## src/rtl/shift_pkg.sv

```systemverilog
// Shared types and defaults for the shift register and its sequencer.
// State encoding is common to the controller and any debug observers.
package shift_pkg;

  localparam int SIZE_DEF  = 16;
  localparam int CNT_W_DEF = 5;

  typedef enum logic [2:0] {
    ST_IDLE  = 3'd0,
    ST_LOAD  = 3'd1,
    ST_SHIFT = 3'd2,
    ST_GAP   = 3'd3,
    ST_DONE  = 3'd4
  } state_e;

endpackage

```

## src/rtl/shift_seq_ctrl.sv

```systemverilog
// Sequencer: one load then N shift pulses into a shift_reg,
// optional idle gap between pulses, result on a valid/ready port.
module shift_seq_ctrl
  import shift_pkg::*;
#(
  parameter int SIZE      = SIZE_DEF,
  parameter int CNT_W     = CNT_W_DEF,
  parameter int PULSE_GAP = 0
) (
  input  logic             clk_i,
  input  logic             reset_ni,
  input  logic             flush_i,
  input  logic             req_valid_i,
  output logic             req_ready_o,
  input  logic [SIZE-1:0]  req_data_i,
  input  logic [CNT_W-1:0] req_cnt_i,
  output logic             resp_valid_o,
  input  logic             resp_ready_i,
  output logic [SIZE-1:0]  resp_data_o,
  output logic             busy_o,
  output logic [SIZE-1:0]  sr_din_o,
  output logic             sr_wr_en_o,
  output logic             sr_shift_o,
  input  logic [SIZE-1:0]  sr_dout_i
);

  localparam int GAP_W = (PULSE_GAP > 1) ? $clog2(PULSE_GAP) : 1;
  localparam bit HAS_GAP = (PULSE_GAP > 0);
  localparam logic [GAP_W-1:0] GAP_LD =
    GAP_W'(HAS_GAP ? PULSE_GAP - 1 : 0);

  state_e           state_q, state_d;
  logic [CNT_W-1:0] rem_q, rem_d;
  logic [GAP_W-1:0] gap_q, gap_d;
  logic [SIZE-1:0]  data_q, data_d;
  logic             req_hs;

  assign req_hs = req_valid_i & (state_q == ST_IDLE);

  always_ff @(posedge clk_i or negedge reset_ni) begin
    if (!reset_ni) begin
      state_q <= ST_IDLE;
      rem_q   <= '0;
      gap_q   <= '0;
      data_q  <= '0;
    end else begin
      state_q <= state_d;
      rem_q   <= rem_d;
      gap_q   <= gap_d;
      data_q  <= data_d;
    end
  end

  always_comb begin
    state_d = state_q;
    rem_d   = rem_q;
    gap_d   = gap_q;
    data_d  = data_q;
    unique case (state_q)
      ST_IDLE: begin
        if (req_hs) begin
          state_d = ST_LOAD;
          rem_d   = req_cnt_i;
          data_d  = req_data_i;
        end
      end
      ST_LOAD: begin
        state_d = (rem_q == '0) ? ST_DONE : ST_SHIFT;
      end
      ST_SHIFT: begin
        rem_d = rem_q - CNT_W'(1);
        if (rem_q == CNT_W'(1)) begin
          state_d = ST_DONE;
        end else if (HAS_GAP) begin
          state_d = ST_GAP;
          gap_d   = GAP_LD;
        end
      end
      ST_GAP: begin
        if (gap_q == '0) state_d = ST_SHIFT;
        else             gap_d   = gap_q - GAP_W'(1);
      end
      ST_DONE: begin
        if (resp_ready_i) state_d = ST_IDLE;
      end
      default: state_d = ST_IDLE;
    endcase
    // abort beats any handshake; latched data is kept
    if (flush_i) begin
      state_d = ST_IDLE;
      rem_d   = '0;
      gap_d   = '0;
      data_d  = data_q;
    end
  end

  always_comb begin
    req_ready_o  = (state_q == ST_IDLE);
    busy_o       = (state_q != ST_IDLE);
    sr_wr_en_o   = (state_q == ST_LOAD);
    sr_shift_o   = (state_q == ST_SHIFT);
    resp_valid_o = (state_q == ST_DONE);
    resp_data_o  = resp_valid_o ? sr_dout_i : '0;
    sr_din_o     = data_q;
  end

endmodule
```

## config.mk

```make
export PLATFORM = sky130hd
export DESIGN_NAME = shift_seq_ctrl
export DESIGN_NICKNAME = d
export VERILOG_FILES = /design/src/rtl/shift_pkg.sv /design/src/rtl/shift_seq_ctrl.sv
export SDC_FILE = /design/constraint.sdc
export NUM_CORES = 1
export LEC_CHECK = 0
export BUFFER_PORTS_ARGS = -buffer_cell sky130_fd_sc_hd__buf_2
export CAP_MARGIN = 10
export CORE_ASPECT_RATIO = 0.9
export CORE_UTILIZATION = 30
export CTS_BUF_LIST = sky130_fd_sc_hd__clkbuf_8
export CTS_CLUSTER_SIZE = 8
export DETAILED_ROUTE_END_ITERATION = 12
export GPL_TIMING_DRIVEN = 1
export PLACE_DENSITY_LB_ADDON = 0.08
export SLEW_MARGIN = 10
export SYNTH_ARGS = -nofsm -noshare
export SYNTH_HDL_FRONTEND = slang
export SYNTH_SLANG_ARGS = --single-unit
```

## constraint.sdc

```tcl
create_clock -name clk_i -period 1.95 [get_ports clk_i]
set_input_delay 0.0975 -clock clk_i [delete_from_list [all_inputs] [get_ports clk_i]]
set_output_delay 0.0975 -clock clk_i [all_outputs]
set_load 0.05 [all_outputs]
```

# Word level (Yosys, flattened, before mapping)

Cells that the tools add are included.
W data, S select, Z words.

Output and inout bits: 37
Input bits: 42
Bits in registers: 25

Multiplexer cells: 14
$add $sub $neg: 2
Reduce and logical (&&, ||, !) cells: 8
Equal/unequal tests: 9
Bitwise logic cells: 2

Operator list:

| operator              | number |
|---|---|
| $mux W3               | 6 |
| $mux W16              | 1 |
| $pmux W3 S5           | 1 |
| $mux W5               | 2 |
| $pmux W5 S2           | 1 |
| $ne A3 B2 Y1 const B  | 3 |
| $eq A3 B2 Y1 const B  | 2 |
| $reduce_bool A3 Y1    | 2 |
| $eq A5 B1 Y1 const B  | 1 |
| $logic_not A5 Y1      | 1 |
| $sub A5 B1 Y5 const B | 1 |
| $reduce_and A4 Y1     | 1 |
| $eq A3 B1 Y1 const B  | 1 |
| $eq A3 B3 Y1 const B  | 1 |
| $logic_not A3 Y1      | 1 |
| $mux W1               | 3 |
| $ne A3 B3 Y1 const B  | 1 |
| $reduce_and A3 Y1     | 1 |
| $reduce_and A2 Y1     | 1 |
| $reduce_bool A2 Y1    | 1 |
| $and A1 B1 Y1         | 1 |
| $not A1 Y1            | 1 |
| $sub A1 B1 Y1 const B | 1 |

# Depth between registers and ports, before layout

Gate-level depths: netlist of the first run.

Depth after elaboration: 5
Gate-level depth with buffers: 5
Gate-level depth less buffers: 5

# Worst setup path before layout of the first run

OpenSTA, ideal clock, no wires.

Path type: reg-to-output
From: register state_q[0]
To: output resp_data_o[10]
Arrival: 1.961 ns
Cell stages (with the launch flop): 5
Path slack: -0.108 ns
Cell sequence: dfrtp_1 buf_6 nor3b_2 clkbuf_1 and2_1

Word-level cells in the longest chain between the ends: 2

RTL lines:

| element                | RTL line              | source |
|---|---|---|
| from (decl)            | shift_seq_ctrl.sv:32  | `state_e state_q, state_d;` |
| from (signal assigned) | shift_seq_ctrl.sv:47  | `state_q <= state_d;` |
| $eq A3 B3 Y1           | shift_seq_ctrl.sv:102 | `resp_valid_o = (state_q == ST_DONE);` |
| named net resp_valid_o | shift_seq_ctrl.sv:17  | `output logic resp_valid_o,` |
| $mux W16               | shift_seq_ctrl.sv:103 | `resp_data_o = resp_valid_o ? sr_dout_i : '0;` |
| to (decl)              | shift_seq_ctrl.sv:19  | `output logic [SIZE-1:0] resp_data_o,` |

The timed path passes the listed nets, and every way through them passes these cells.

# Final worst setup path of the first run

From: register state_q[1]
To: output resp_data_o[4]

Word-level cells in the longest chain between the ends: 2

RTL lines:

| element      | RTL line |
|---|---|
| $eq A3 B3 Y1 | shift_seq_ctrl.sv:102 |
| $mux W16     | shift_seq_ctrl.sv:103 |

Every way passes these cells.

==> results of run 1 <==
[worst max-delay path, delay by kind of cell, from the launching register on]
family / cells / cell delay [ns]
buffers and inverters: 2 / 0.47
AND/OR/NAND/NOR: 2 / 0.42
flip-flops: 1 / 0.52
[cell families (layout without fill, tap and decap cells)]
family                     count (synthesis)  after routing  share of synthesized area [%]
and+or+nand+nor                           41             41                           21.5
DFF                                       24             24                           43.4
muxes                                     20             20                           18.3
buffers and inverters                     14             92                           6.23
AOI/OAI and AO/OA                         13             13                           7.86
adders and majority gates                  3              3                           2.71
[cells in the mapped netlist (2+ instances only)]
library cell,instances
inv_1,7
nor3b_2,3
nand2_1,2
dfrtp_1,24
nor3b_1,2
nor2b_1,2
nor3_1,2
buf_6,4
mux2_4,9
and2_1,16
clkbuf_1,2
mux2i_1,4
nor4b_1,2
ha_1,3
nor2_1,4
a21oi_1,2
mux2_2,7
[per-layer routing]
| layer | part of all wire, % | vias up | routed length (um) |
|---|---|---|---|
| met5 | 0 | - | 0 |
| met4 | 1.2 | 0 | 40 |
| met3 | 6.7 | 6 | 219 |
| met2 | 53 | 62 | 1740 |
| met1 | 39 | 553 | 1290 |
| li1 | - | 561 | - |
[final timing paths]
path / endpoint / slack, ns / depth (start not counted)
max: resp_data_o[4] / 0.17 / 4
max in group asynchronous: state_q[2]$_DFFE_PN0P_ / 1.23 / 2
min reg2reg: sr_din_o[7]$_DFFE_PN0P_ / 0.51 / 1
min: sr_din_o[0]$_DFFE_PN0P_ / 0.05 / 2
max reg2reg: state_q[2]$_DFFE_PN0P_ / 0.28 / 5
min in group asynchronous: sr_din_o[2]$_DFFE_PN0P_ / 0.34 / 2
[timing repair]
action,in CTS,in global routing
hold buffers,1,0
setup endpoints to repair,0,9
endpoints found under the hold margin,24,0
resized for setup,0,1
[layout make-up]
class | count | area (um^2)
clock buffer | 4 | 55.1
tap | 62 | 77.6
multi-input combinational | 77 | 698
sequential | 24 | 602
timing repair buffer | 81 | 415
fill | 442 | 2560
inverter | 7 | 26.3
[power groups by stage]
stage / Combinational [W] / Clock [W] / Sequential (W)
floorplan: 0.000434 / 0 / 0.00105
global placement: 0.000997 / 0 / 0.000714
detailed placement: 0.00100 / 0 / 0.000720
CTS: 0.00101 / 0.000351 / 0.000710
global route: 0.00106 / 0.000370 / 0.000729
finish: 0.00100 / 0.000341 / 0.000710
[registers in the layout, indices dropped and copies added (netlist names)]
register,count
sr_din_o,16
state_q,3
rem_q,5
[per-stage QoR]
stage	setup WS (ns)	hold slack [ns]	util (%)
after global routing	0.0419	0.0483	42.3
after detailed placement	0.290	0.111	40.8
after CTS	0.0640	0.0508	42.3
final	0.169	0.0534	42.3
after global placement	0.331	0.111	40.8
after floorplan	0.111	-0.198	-
==> summary.txt, run 1 <==
M1 GR Usage: 15.1%
Logic gate share of total power: 48.8%
Worst Setup SP: state_q[1]$_DFFE_PN0P_
Fmax: 562 MHz
IO buf count: 78
Post-synth ARST share: 100%
Switch share: 45.3%
Post-CTS setup buffers: 0
Clk root buf: clkbuf_8
Placed inst area: 1810 um^2
Ant diodes: 0
Core area: 4430 um^2
Sequential share of power: 34.6%
Max-slew violations: 0
Net switching power figure: 0.000930 W
Leakage: 0.984 nW
Antenna Violating Nets Remaining: 0
Final setup violation count: 0
Die height: 66.5 um
Tightest Pin Transition: 0.535 ns
Library cells used by synthesis: 37
Slowest library cell on the worst path: dfrtp_1
Max incr delay on CP: 0.52 ns
Reg clk slew, reported paths: 0.09 ns
Gr busiest metal: met2
Total global-route track usage: 13.9%
Pwr Total: 0.00205 W
Crit path time final: 1.78 ns
Outcome: complete, no violations
Deepest clock path buffer count: 2
Grt ovf: 0
Setup Skew: 0.00680 ns
Design Area, Final: 1870 um^2
Critical hold path startpoint: req_data_i[0]
Most common cell after layout, fill and taps aside: buf_2
Crit path arrival time: 1.68 ns
Post-synth EDFFs: 0
Slew headroom: 64.4%
R2R Path Start: rem_q[1]$_DFFE_PN0P_
Drt pass-1 iters: 4
Final period util: 91.3%
Hold Vio Cnt, Final: 0
TNS Setup: 0 ns
Vias in the first global route: 1146
Initial antenna violation count: 0
Most frequent cells in the layout: 78 x buf_2, 23 x dfrtp_1, 16 x and2_1, 9 x mux2_4
Vias/cell: 4.64
Seq cells post-synth: 24
Max Cap Violations: 0
Placer Congestion: 0.861
Synth area leader: dfrtp_1
Fin cells: 255
Ports: 79
Syn nets: 160
Cell count after synthesis: 115
Worst setup EP type: output pin
Post-Syn Area: 1390 um^2
Via count: 1182
# clock sinks: 24
Drt initial violations: 34
RSZ-0062 raised after global routing: no
Critical Path Fanout Max: 17
Area Overhead vs Synth: 35.3%
WL/cell: 12.9 um
M2 GR Usage: 25.6%
Mean post-synth cell area: 12.0 um^2
Worst skew pair latency: 0.27 ns
VDD IR max: 455 uV
YS warnings: 0
DRC errors left: 0
CP cell instances: nor3b_2, buf_4, and2_1, buf_2
Initial core utilization: 31.3%
Num CTS Buffers: 3
DIE AREA: 4890 um^2
CP required: 1.85 ns
Placement Rows: 23
Share of cells above drive strength 1: 56.5%
Pint: 0.00112 W
Ranking of synthesized cells by area: dfrtp_1 43%, mux2_4 9.8%, and2_1 7.2%, mux2_2 5.7%, buf_6 3.3%
Sequential share of the synthesized area: 43.4%
Synth Flop Type: dfrtp_1
Clock group share of total power: 16.6%
Post-DP HPWL: 2500 um
Nets: 239
HP Class: primary input to flip-flop
CTS tree: yes
Met3 GRT Util: 3.48%
H-tree depth: 1
Critical Path Start Type: flip-flop
WL final: 3290 um
Synth top area share: 43.4%
PD cells: 1090 nW/um^2
Dpl cells: 250
First-pass GRT wire length: 5150 um
Largest net degree at the start of global routing: 25
CP Class: flip-flop to output pin
DIE WIDTH: 73.6 um
Power figures use the tool's default switching activity.
==> inputs of run 2 (changes only) <==
- BUFFER_PORTS_ARGS: -buffer_cell sky130_fd_sc_hd__buf_2 -> -buffer_cell sky130_fd_sc_hd__clkbuf_2
- CORE_UTILIZATION: 30 -> 37
==> run 2 against run 1 <==
  * Via count decreased by 2.1%
  * Cell count decreased by 7.5%
  * Die area decreased by 18%
  * Register-to-register slack got worse by 0.06 ns
  * Global-route usage increased by 1.3 points
  * Flip-flop and latch count unchanged
  * Fmax decreased by 1.9%
  * Count of clock-buffer cells in the layout decreased by 1
  * Combinational power about the same
  * Critical path type unchanged
  * Largest cell class unchanged
==> summary.txt, run 2 (synthesized netlist as in run 1, its figures left out) <==
Nets: 239 (unchanged)
CP required: 1.85 ns (about the same)
Initial antenna violation count: 0 (unchanged)
DRC errors left: 0 (unchanged)
Deepest clock path buffer count: 2 (unchanged)
WL final: 3060 um (-7.1%)
Logic gate share of total power: 49.9% (+1.1 points)
Vias/cell: 4.90 (+5.8%)
Leakage: 0.972 nW (-1.2%)
Design Area, Final: 1840 um^2 (-1.7%)
DIE AREA: 3990 um^2 (-18%)
Final setup margin: 0.135 ns (-0.0342 ns)
Vias in the first global route: 1011 (-12%)
Worst Setup SP: state_q[2]$_DFFE_PN0P_
IO buf count: 78 (unchanged)
WHS: 0.0600 ns (+0.00665 ns)
Outcome: complete, no violations
Grt ovf: 0 (unchanged)
Core area: 3480 um^2 (-22%)
Critical Path Fanout Max: 18 (+1)
Worst skew pair latency: 0.26 ns (about the same)
Critical Path Start Type: flip-flop
Dpl cells: 232 (-7.2%)
TNS Setup: 0 ns (unchanged)
PD cells: 1080 nW/um^2 (-1.5%)
R2R Path Start: rem_q[0]$_DFFE_PN0P_
Setup Skew: 0.00536 ns (-0.00144 ns)
Crit path arrival time: 1.72 ns (+0.04 ns)
First-pass GRT wire length: 4460 um (-13%)
Crit path time final: 1.81 ns (+0.0342 ns)
Share of cells above drive strength 1: 55.7% (-0.75 points)
CP Class: flip-flop to output pin
CTS tree: yes
RSZ-0062 raised after global routing: no
Net switching power figure: 0.000910 W (-2.1%)
CP cell instances: nor3b_2, buf_4, and2_1, clkbuf_2
Pint: 0.00108 W (-4.0%)
Largest net degree at the start of global routing: 25 (unchanged)
Ant diodes: 0 (unchanged)
Hold Vio Cnt, Final: 0 (unchanged)
Most frequent cells in the layout: 78 x clkbuf_2, 24 x dfrtp_1, 16 x and2_1, 9 x mux2_4
Die height: 60.0 um (-9.7%)
Antenna Violating Nets Remaining: 0 (unchanged)
H-tree depth: 1 (unchanged)
Drt initial violations: 26 (-24%)
Placed inst area: 1790 um^2 (-1.2%)
Slew headroom: 60.7% (-3.7 points)
Fmax: 551 MHz (-1.9%)
Placer Congestion: 0.916 (+6.4%)
DIE WIDTH: 66.5 um (-9.7%)
Ports: 79 (unchanged)
WL/cell: 12.9 um (+0.40%)
Critical hold path startpoint: req_data_i[9]
Max Cap Violations: 0 (unchanged)
Sequential share of power: 35.9% (+1.3 points)
Post-DP HPWL: 2390 um (-4.5%)
Max-slew violations: 0 (unchanged)
Placement Rows: 20 (-13%)
Most common cell after layout, fill and taps aside: clkbuf_2
Max reg flops: 16 (unchanged)
Reg clk slew, reported paths: 0.08 ns (about the same)
Max incr delay on CP: 0.61 ns (+0.09 ns)
Worst setup EP type: output pin
Final period util: 93.1% (+1.8 points)
Num CTS Buffers: 3 (unchanged)
Tightest Pin Transition: 0.590 ns (+0.0551 ns)
Slowest library cell on the worst path: dfrtp_1
VDD IR max: 800 uV (+76%)
Initial core utilization: 39.8% (+8.6 points)
Total global-route track usage: 15.2% (+1.3 points)
Via count: 1157 (-2.1%)
Area Overhead vs Synth: 33.1%
Fin cells: 236 (-7.5%)
# clock sinks: 24 (unchanged)
Placement Setup Slack: 0.249 ns (-0.0416 ns)
Switch share: 45.8% (+0.49 points)
HP Class: primary input to flip-flop
Final setup violation count: 0 (unchanged)
Drt pass-1 iters: 4 (unchanged)
Clock group share of total power: 14.1% (-2.5 points)
Clk root buf: clkbuf_8
Reg2Reg Setup Slack: 0.22 ns (-0.06 ns)
## run 2: cell types whose count changed in the layout (fill, tap and decap cells not counted)
cell	previous run	this run
clkbuf_2	0	78
clkbuf_8	4	3
nor3b_4	0	1
nor3b_2	3	2
dfrtp_2	1	0
dfrtp_1	23	24
buf_2	78	0
## run 2: what timing repair did
action	CTS	global route
hold buffers	1	0
hold endpoints to repair	24	0
resized for setup	0	1
setup buffers	0	0
endpoints found under the setup margin	0	1
## run 2: power by group through the flow
stage               sequential, W  clock [W]  combinational [W]
floorplan                 0.00105          0           0.000434
global placement         0.000711          0           0.000992
detailed placement       0.000721          0           0.000994
CTS                      0.000711   0.000295           0.000999
global route             0.000727   0.000315            0.00105
finish                   0.000713   0.000281           0.000992
## run 2: final timing paths
kind | endpoint | cells after the start
worst max register to register | state_q[2]$_DFFE_PN0P_ | 5
worst max-delay path | resp_data_o[3] | 4
min in group asynchronous | sr_din_o[8]$_DFFE_PN0P_ | 2
max in group asynchronous | state_q[0]$_DFFE_PN0P_ | 2
worst min-delay path | sr_din_o[9]$_DFFE_PN0P_ | 2
worst min register to register | sr_din_o[3]$_DFFE_PN0P_ | 1
## run 2: critical path: cells and delay by family (launching register included)
| kind | cells | cell delay (ns) |
|---|---|---|
| flip-flops | 1 | 0.61 |
| AND/OR/NAND/NOR | 2 | 0.37 |
| buffers and inverters | 2 | 0.47 |
## run 2: layout make-up
cell class / instances / area, um^2
repair buffers: 81 / 415
flip-flops and latches: 24 / 601
fillers: 319 / 1640
well taps: 44 / 55.1
clock buffers: 3 / 41.3
multi-input cells: 77 / 704
inverters: 7 / 26.3
## run 2: per-layer routing
layer	global-route usage (%)	vias up	wire (um)
li1	-	563	-
met1	19.1	536	1370
met2	24.6	51	1440
met3	4.20	7	197
met4	6.08	0	49
met5	0	-	0
## run 2: per-stage QoR
| stage | utilization (%) | total power [W] |
|---|---|---|
| after floorplan | - | 0.00149 |
| after global placement | 51.3 | 0.00170 |
| after detailed placement | 51.3 | 0.00171 |
| after CTS | 52.8 | 0.00200 |
| after global routing | 53.0 | 0.00209 |
| final | 53.0 | 0.00199 |
